==> src/rtl/match_controller_if.sv <==
// rtl/match_controller_if.sv - control inputs and status outputs of the match sequencer
interface match_controller_if #(
    parameter int SCORE_W = 4,
    parameter int CNT_W   = 2
);
    logic               start;
    logic               pause;
    logic               tick;
    logic               goal_left;
    logic               goal_right;
    logic               time_over;
    logic               timer_run;
    logic               timer_reload;
    logic               freeze;
    logic               respawn;
    logic [SCORE_W-1:0] score_left;
    logic [SCORE_W-1:0] score_right;
    logic [2:0]         state;
    logic [CNT_W-1:0]   countdown;
    logic [1:0]         winner;

    modport master (
        output start, pause, tick, goal_left, goal_right, time_over,
        input  timer_run, timer_reload, freeze, respawn,
        input  score_left, score_right, state, countdown, winner
    );

    modport slave (
        input  start, pause, tick, goal_left, goal_right, time_over,
        output timer_run, timer_reload, freeze, respawn,
        output score_left, score_right, state, countdown, winner
    );
endinterface

==> src/rtl/match_controller.sv <==
// rtl/match_controller.sv - game sequencer: kickoff countdown, play, goal pause, pause, game over
module match_controller #(
    parameter int KICKOFF_TICKS = 3,
    parameter int PAUSE_TICKS   = 2,
    parameter int MAX_SCORE     = 9,
    parameter int SCORE_W       = 4,
    parameter int CNT_W         = 2
) (
    input  logic              clk25,
    input  logic              reset_n,
    match_controller_if.slave bus
);
    typedef enum logic [2:0] {
        IDLE       = 3'd0,
        KICKOFF    = 3'd1,
        PLAY       = 3'd2,
        GOAL_PAUSE = 3'd3,
        PAUSED     = 3'd4,
        GAME_OVER  = 3'd5
    } state_t;

    localparam logic [CNT_W-1:0]   KICK_LOAD  = CNT_W'(KICKOFF_TICKS);
    localparam logic [CNT_W-1:0]   PAUSE_LOAD = CNT_W'(PAUSE_TICKS);
    localparam logic [CNT_W-1:0]   CNT_ONE    = CNT_W'(1);
    localparam logic [SCORE_W-1:0] SCORE_MAX  = SCORE_W'(MAX_SCORE);

    state_t             state_q, state_n;
    logic [CNT_W-1:0]   cnt_q, cnt_n;
    logic [SCORE_W-1:0] left_q, left_n, right_q, right_n;
    logic [SCORE_W-1:0] left_inc, right_inc;
    logic [1:0]         win_q, win_n;
    logic               start_q, pause_q;
    logic               start_rise, pause_rise;
    logic               reload_q, reload_n, respawn_q, respawn_n;
    logic               run_q, freeze_q;
    logic [CNT_W-1:0]   countdown_q;

    function automatic logic [1:0] decide(input logic [SCORE_W-1:0] l, input logic [SCORE_W-1:0] r);
        if (l > r)      return 2'b01;
        else if (r > l) return 2'b10;
        else            return 2'b11;
    endfunction

    // Edge history resets to 1 so a button held through reset cannot fire.
    assign start_rise = bus.start & ~start_q;
    assign pause_rise = bus.pause & ~pause_q;

    assign left_inc  = (bus.goal_left  && left_q  != SCORE_MAX) ? left_q  + 1'b1 : left_q;
    assign right_inc = (bus.goal_right && right_q != SCORE_MAX) ? right_q + 1'b1 : right_q;

    always_comb begin
        state_n   = state_q;
        cnt_n     = cnt_q;
        left_n    = left_q;
        right_n   = right_q;
        win_n     = win_q;
        reload_n  = 1'b0;
        respawn_n = 1'b0;
        case (state_q)
            IDLE, GAME_OVER: begin
                if (start_rise) begin
                    state_n   = KICKOFF;
                    cnt_n     = KICK_LOAD;
                    left_n    = '0;
                    right_n   = '0;
                    win_n     = 2'b00;
                    reload_n  = 1'b1;
                    respawn_n = 1'b1;
                end
            end
            KICKOFF: begin
                if (bus.tick) begin
                    if (cnt_q <= CNT_ONE) begin
                        state_n = PLAY;
                        cnt_n   = '0;
                    end else begin
                        cnt_n = cnt_q - 1'b1;
                    end
                end
            end
            PLAY: begin
                if (bus.goal_left || bus.goal_right) begin
                    left_n  = left_inc;
                    right_n = right_inc;
                    if (left_inc == SCORE_MAX || right_inc == SCORE_MAX || bus.time_over) begin
                        state_n = GAME_OVER;
                        win_n   = decide(left_inc, right_inc);
                    end else begin
                        state_n = GOAL_PAUSE;
                        cnt_n   = PAUSE_LOAD;
                    end
                end else if (bus.time_over) begin
                    state_n = GAME_OVER;
                    win_n   = decide(left_q, right_q);
                end else if (pause_rise) begin
                    state_n = PAUSED;
                end
            end
            GOAL_PAUSE: begin
                if (bus.time_over) begin
                    state_n = GAME_OVER;
                    win_n   = decide(left_q, right_q);
                end else if (bus.tick) begin
                    if (cnt_q <= CNT_ONE) begin
                        state_n   = KICKOFF;
                        cnt_n     = KICK_LOAD;
                        respawn_n = 1'b1;
                    end else begin
                        cnt_n = cnt_q - 1'b1;
                    end
                end
            end
            PAUSED: begin
                // Abort wins over resume when both buttons rise together.
                if (start_rise)      state_n = IDLE;
                else if (pause_rise) state_n = PLAY;
            end
            default: begin
                state_n = IDLE;
                cnt_n   = '0;
                left_n  = '0;
                right_n = '0;
                win_n   = 2'b00;
            end
        endcase
    end

    // Outputs are registered from the next-state values so they line up with state.
    always_ff @(posedge clk25 or negedge reset_n) begin
        if (!reset_n) begin
            state_q     <= IDLE;
            cnt_q       <= '0;
            left_q      <= '0;
            right_q     <= '0;
            win_q       <= 2'b00;
            start_q     <= 1'b1;
            pause_q     <= 1'b1;
            reload_q    <= 1'b0;
            respawn_q   <= 1'b0;
            run_q       <= 1'b0;
            freeze_q    <= 1'b1;
            countdown_q <= '0;
        end else begin
            state_q     <= state_n;
            cnt_q       <= cnt_n;
            left_q      <= left_n;
            right_q     <= right_n;
            win_q       <= win_n;
            start_q     <= bus.start;
            pause_q     <= bus.pause;
            reload_q    <= reload_n;
            respawn_q   <= respawn_n;
            run_q       <= (state_n == PLAY);
            freeze_q    <= (state_n != PLAY);
            countdown_q <= (state_n == KICKOFF) ? cnt_n : '0;
        end
    end

    assign bus.state        = state_q;
    assign bus.score_left   = left_q;
    assign bus.score_right  = right_q;
    assign bus.winner       = win_q;
    assign bus.timer_run    = run_q;
    assign bus.freeze       = freeze_q;
    assign bus.timer_reload = reload_q;
    assign bus.respawn      = respawn_q;
    assign bus.countdown    = countdown_q;
endmodule

==> src/flat_wrapper.sv <==
// flat-port wrapper written by rule: the top's interface ports become plain ports
module match_controller_flat 
#(
    parameter int KICKOFF_TICKS = 3,
    parameter int PAUSE_TICKS   = 2,
    parameter int MAX_SCORE     = 9,
    parameter int SCORE_W       = 4,
    parameter int CNT_W         = 2
)
  (clk25, reset_n, bus_start, bus_pause, bus_tick, bus_goal_left, bus_goal_right, bus_time_over, bus_timer_run, bus_timer_reload, bus_freeze, bus_respawn, bus_score_left, bus_score_right, bus_state, bus_countdown, bus_winner);
  match_controller_if #(.SCORE_W(SCORE_W), .CNT_W(CNT_W)) bus_i ();
  input  logic clk25;
  input  logic reset_n;
  input wire logic [$bits(bus_i.start)-1:0] bus_start;
  input wire logic [$bits(bus_i.pause)-1:0] bus_pause;
  input wire logic [$bits(bus_i.tick)-1:0] bus_tick;
  input wire logic [$bits(bus_i.goal_left)-1:0] bus_goal_left;
  input wire logic [$bits(bus_i.goal_right)-1:0] bus_goal_right;
  input wire logic [$bits(bus_i.time_over)-1:0] bus_time_over;
  output wire logic [$bits(bus_i.timer_run)-1:0] bus_timer_run;
  output wire logic [$bits(bus_i.timer_reload)-1:0] bus_timer_reload;
  output wire logic [$bits(bus_i.freeze)-1:0] bus_freeze;
  output wire logic [$bits(bus_i.respawn)-1:0] bus_respawn;
  output wire logic [$bits(bus_i.score_left)-1:0] bus_score_left;
  output wire logic [$bits(bus_i.score_right)-1:0] bus_score_right;
  output wire logic [$bits(bus_i.state)-1:0] bus_state;
  output wire logic [$bits(bus_i.countdown)-1:0] bus_countdown;
  output wire logic [$bits(bus_i.winner)-1:0] bus_winner;
  assign bus_i.start = bus_start;
  assign bus_i.pause = bus_pause;
  assign bus_i.tick = bus_tick;
  assign bus_i.goal_left = bus_goal_left;
  assign bus_i.goal_right = bus_goal_right;
  assign bus_i.time_over = bus_time_over;
  assign bus_timer_run = bus_i.timer_run;
  assign bus_timer_reload = bus_i.timer_reload;
  assign bus_freeze = bus_i.freeze;
  assign bus_respawn = bus_i.respawn;
  assign bus_score_left = bus_i.score_left;
  assign bus_score_right = bus_i.score_right;
  assign bus_state = bus_i.state;
  assign bus_countdown = bus_i.countdown;
  assign bus_winner = bus_i.winner;
  match_controller #(.KICKOFF_TICKS(KICKOFF_TICKS), .PAUSE_TICKS(PAUSE_TICKS), .MAX_SCORE(MAX_SCORE), .SCORE_W(SCORE_W), .CNT_W(CNT_W)) u_core (.clk25(clk25), .reset_n(reset_n), .bus(bus_i));
endmodule
==> config.mk <==
export PLATFORM = sky130hd
export DESIGN_NAME = match_controller_flat
export DESIGN_NICKNAME = d
export VERILOG_FILES = /design/src/rtl/match_controller_if.sv /design/src/rtl/match_controller.sv /design/src/flat_wrapper.sv
export SDC_FILE = /design/constraint.sdc
export NUM_CORES = 1
export LEC_CHECK = 0
export CORE_UTILIZATION = 45
export DETAILED_ROUTE_END_ITERATION = 16
export HOLD_SLACK_MARGIN = 0.1
export PLACE_DENSITY_LB_ADDON = 0.05
export SLEW_MARGIN = 15
export SYNTH_ARGS = -nofsm -noshare
export SYNTH_HDL_FRONTEND = slang
export SYNTH_SLANG_ARGS = --single-unit
==> constraint.sdc <==
create_clock -name clk25 -period 2.65 [get_ports clk25]
set_input_delay 0.3975 -clock clk25 [delete_from_list [all_inputs] [get_ports clk25]]
set_output_delay 0.3975 -clock clk25 [all_outputs]
set_load 0.02 [all_outputs]
======== Yosys cells after proc, flatten, opt, wreduce, memory -nomap -nowiden ========
Index checks and enable logic that the tools add are counted.
word-level totals
  memories kept ........................... 0
  bits in read-only memories .............. 0
  output and inout port bits .............. 19
  register bits after elaboration ......... 23
  latch bits .............................. 0
  RAM bits ................................ 0
operators by class
  shift-type cells ........................ 0
  multiplexer cells ....................... 45
  bitwise gates (word level) .............. 6
  multipliers ............................. 0
  eq/ne operators ......................... 15
  div/mod/pow operators ................... 0
  $lt $le $gt $ge ......................... 5
  $add $sub $neg .......................... 3
  reduce and logical (&&, ||, !) cells .... 11
operator list
  cell                   number
  $mux W3                12
  $mux W2                15
  $pmux W4 S3            2
  $mux W4                5
  $gt A4 B4 Y1           4
  $pmux W3 S5            1
  $pmux W2 S5            1
  $eq A3 B2 Y1 const B   3
  $add A4 B1 Y4 const B  2
  $eq A4 B4 Y1 const B   2
  $ne A4 B4 Y1 const B   2
  $pmux W2 S4            1
  $mux W1                7
  $eq A3 B1 Y1 const B   2
  $eq A3 B3 Y1 const B   2
  $reduce_and A3 Y1      2
  $ne A2 B1 Y1 const B   2
  $not A1 Y1             4
  $reduce_or A2 Y1       2
  $logic_not A3 Y1       1
  $logic_or A1 B1 Y1     3
  $ne A3 B2 Y1 const B   1
  $ne A3 B3 Y1 const B   1
  $reduce_or A3 Y1       1
  5 further kinds        7

======== Logic depth before layout (Yosys ltp) ========
  word-level depth ........................ 11
  gate-level depth with buffers ........... 12
  mapped depth without buffers ............ 12

======== Worst setup path before layout ========
No wires, ideal clock.
  path kind ............................... register -> register
  start ................................... register u_core.left_q[1], in the netlist u_core.bus.score_left[1]
  end ..................................... register u_core.win_q[0], in the netlist u_core.bus.winner[0]
  slack ................................... 0.331 ns
  library setup time ...................... 0.124 ns
  data arrival time ....................... 2.195 ns
  stages on the path, launching flop included .. 13
  path buffers ............................ 0
  cell sequence ........................... dfrtp_1 inv_1 ha_1 and3b_1 nand2b_1 nand2_1 o21ai_0 ha_1 nand4b_1 a31oi_1 o21a_1 a21oi_1 a21oi_2
on the way
  cells in the longest elaborated chain, start to end .. 9
  elaborated cells between the ends (all ways) .. 21
RTL lines
  item                                                                   line                     source
  start, declared                                                        match_controller.sv:29   logic [SCORE_W-1:0] left_q, left_n, right_q, right_n;
  start signal, assigned                                                 match_controller.sv:146  left_q <= left_n;
  parallel branches: the longest is 9 deep, another holds $add A4 B1 Y4  --
  end signal, assigned                                                   match_controller.sv:148  win_q <= win_n;
  end, declared                                                          match_controller.sv:31   logic [1:0] win_q, win_n;
Parallel ways; which one is timed is not known. The select of a mux whose other input is x is not followed.
A chain may end at the register's enable or synchronous reset.

======== Worst setup path after layout ========
  start ................................... register u_core.left_q[1], in the netlist u_core.bus.score_left[1]
  end ..................................... register u_core.win_q[1], in the netlist u_core.bus.winner[1]
on the way
  cells in the longest elaborated chain, start to end .. 8
  elaborated cells between the ends (all ways) .. 17
RTL lines
  item
  parallel branches: the longest is 8 deep, another holds $add A4 B1 Y4
Parallel ways; which one is timed is not known. The select of a mux whose other input is x is not followed.

==> reports/results.tsv <==
metric	value	unit
status	finished, final reports clean	
worstReg2RegStart	u_core.bus.score_left[1]$_DFFE_PN0P_	
maxSlewHeadroom	67.1	%
grt_first_pass_wirelength	5.70	mm
post_cts_buffers	0	
grt.total_usage	20.8	%
io_pins	27	
synthCells	179	
crit_end	u_core.bus.winner[1]$_DFFE_PN0P_	
worstPathMaxFanout	6	
reg2reg_depth	12	
worstSetupStartpoint	u_core.bus.score_left[1]$_DFFE_PN0P_	
crit_path_end_kind	flip-flop	
cp.required	2.85	ns
criticalPathCategory	reg -> reg	
r2r_end	u_core.bus.winner[1]$_DFFE_PN0P_	
worstPathCellList	inv_1 > ha_1 > and3b_1 > nand2b_1 > nand2_1 > o21ai_0 > ha_1 > nand4b_1 > a31oi_1 > a21oi_1 > o21ai_0 > a21oi_2	
synth_compound_area_share	21.5	%
hold_viol_final	0	
finalSetupTns	0	ns
hp-class	in -> async	
yosysWarnings	0	
ys_types	48	
synthArstFlopShare	100	%
worstPathArrival	2.72	ns
place_hpwl	2.77	mm
peakVddDrop	0.305	mV
slowest_stage	dfrtp_1	
drcViolationCount	0	
post_route_cells_drive_above_1_share	10.6	%
grt_antenna_before_repair	0	
r2r_slack	0.13	ns
final_nets	228	
grt_remaining_overflow	0	
skew	0.00202	ns
first_global_vias	1281	
io_buffers	26	
gp_congestion	0.939	
syn_nets	199	
cts.sinks	23	
final_common_cell	clkdlybuf4s50_1	
synth_edf_count	0	
slowest_delay	0.48	ns
slew_viol_final	0	
critPathBufInv	1	
clockRootBuffer	clkbuf_4	
path_clk_slew	0.12	ns
num_antenna_cells	0	
cts_tree	built	
finalSetupViolations	0	
die_area	3790	um2
rows	21	
vias_per_cell	5.57	
p_leak	0.814	nW
rsz0062_at_grt	false	
ys_seq_area_share	36.3	%
synth_xor_area_share	2.74	%
cts_made_buffers	3	
synth-simple-area-share	23.1	%
fin_crit_sh	95.2	%
crit_family	compound AO/OA/AOI/OAI gates	
synth_top_area_share	31.3	%
synth_top_family_by_area	simple AND/OR/NAND/NOR gates	
final_cell_mix	clkdlybuf4s50_1, dfrtp_1, nand2_1	
firstDrtPassIters	4	
hold_buffers	0	
ys.flop_type	dfrtp_1	
fp.dieW	61.6	um
avgSynthCellArea	8.93	um2
synthToLayoutAreaGrowth	20.7	%
wl_per_cell	14.3	um
ctsResizeCount	0	
ys_ff_latch	23	
muxShareOfSynthArea	1.25	%
powerDensity	881	nW/um2
max_cap_viol_count	0	
clock_latency	0.30	ns
clock_path_buffers	2	
routed_wl	3.62	mm
num_vias	1409	
synth_top_area_cell	dfrtp_1	
drtAntennaViolNets	0	
core_area	3360	um2
synth_area	1600	um2
synthTopCellsByArea	dfrtp_1, ha_1, a21oi_1, dfstp_2, nand2_1	
fmax	396	MHz
hold_slack	0.438	ns
cp.depth	12	
htree_levels	1	
grt_max_degree	24	
die_h	61.6	um
worst_setup_path_start_kind	flip-flop	
start_util	47.5	%
tightest_slew	0.492	ns
period_minus_slack	2.52	ns
synth_fa_ha_area_share	9.40	%
drtIter0Drc	96	
==> cell usage after synthesis (3+ instances only) <==
master    count
dfstp_2       3
nand2_1      17
nand3_1       4
or3_1         3
dfrtp_1      20
inv_1        11
nor2b_1       4
nor2_1       11
xnor2_1       5
ha_1         12
o31ai_1       5
a21oi_1      16
nand2b_1      7
o21ai_0      12
nand4_1       5
==> worst min path at each step <==
stage,slack (ns),endpoint,start
after floorplan,0.10,u_core.bus.countdown[0]$_DFF_PN0_,reset_n
after global placement,0.52,u_core.bus.winner[1]$_DFFE_PN0P_,u_core.bus.winner[1]$_DFFE_PN0P_
after detailed placement,0.53,u_core.bus.winner[1]$_DFFE_PN0P_,u_core.bus.winner[1]$_DFFE_PN0P_
after CTS,0.44,u_core.bus.state[1]$_DFF_PN0_,reset_n
after global routing,0.44,u_core.bus.state[1]$_DFF_PN0_,reset_n
final,0.44,u_core.bus.state[1]$_DFF_PN0_,reset_n
==> power by group <==
part | switching (mW) | internal (mW) | total [mW]
combinational | 0.509 | 0.444 | 0.953
sequential | 0.133 | 0.455 | 0.588
clock | 0.0988 | 0.0586 | 0.157
total | 0.741 | 0.958 | 1.70
==> worst register-to-register path: stages (launching register included) <==
cell      delay, ns
dfrtp_1        0.48
inv_1          0.12
ha_1           0.20
and3b_1        0.20
nand2b_1       0.24
nand2_1        0.10
o21ai_0        0.09
ha_1           0.31
nand4b_1       0.09
a31oi_1        0.27
a21oi_1        0.13
o21ai_0        0.12
a21oi_2        0.08
==> metrics by stage <==
step	cell area (um2)	std cells	util [%]	total power [mW]	worst slack, ns
2_1_floorplan	1600	179	-	1.24	0.331
3_3_place_gp	1900	249	56.5	1.52	0.199
3_5_place_dp	1900	249	56.5	1.54	0.134
4_1_cts	1930	253	57.3	1.70	0.191
5_1_grt	1930	253	57.3	1.84	0.00454
6_report	1930	253	57.3	1.70	0.126
==> final cells by class <==
class                           count  area, um2
Inverter                           11       41.3
Sequential cell                    23        579
Timing Repair Buffer               31        298
Tap cell                           46       57.6
Clock buffer                        4       26.3
Multi-Input combinational cell    138        926
Fill cell                         343       1440
==> layer usage <==
| layer | GRT usage [%] | routed length [um] |
|---|---|---|
| met5 | 0 | 0 |
| met4 | 7.94 | 40 |
| met3 | 2.73 | 109 |
| met2 | 36.6 | 1820 |
| met1 | 25.8 | 1650 |
==> state kept, by name, indices dropped and copies added (netlist names) <==
signal and flops:
u_core.bus.timer_reload 1, u_core.bus.score_right 4, u_core.bus.score_left 4, u_core.bus.respawn 1, u_core.bus.countdown 2, u_core.bus.state 3, u_core.cnt_q 2, u_core.pause_q 1
u_core.bus.winner 2, u_core.bus.freeze 1, u_core.bus.timer_run 1, u_core.start_q 1
==> kinds of logic (layout without fill, tap and decap cells) <==
family | after synthesis | count (layout)
simple gates | 67 | 67
mux | 2 | 2
buf+inv | 18 | 46
fa+ha+maj | 12 | 12
flops | 23 | 23
compound gates | 52 | 52
xor+xnor | 5 | 5
Note: power is estimated with default switching activity, not from simulation.
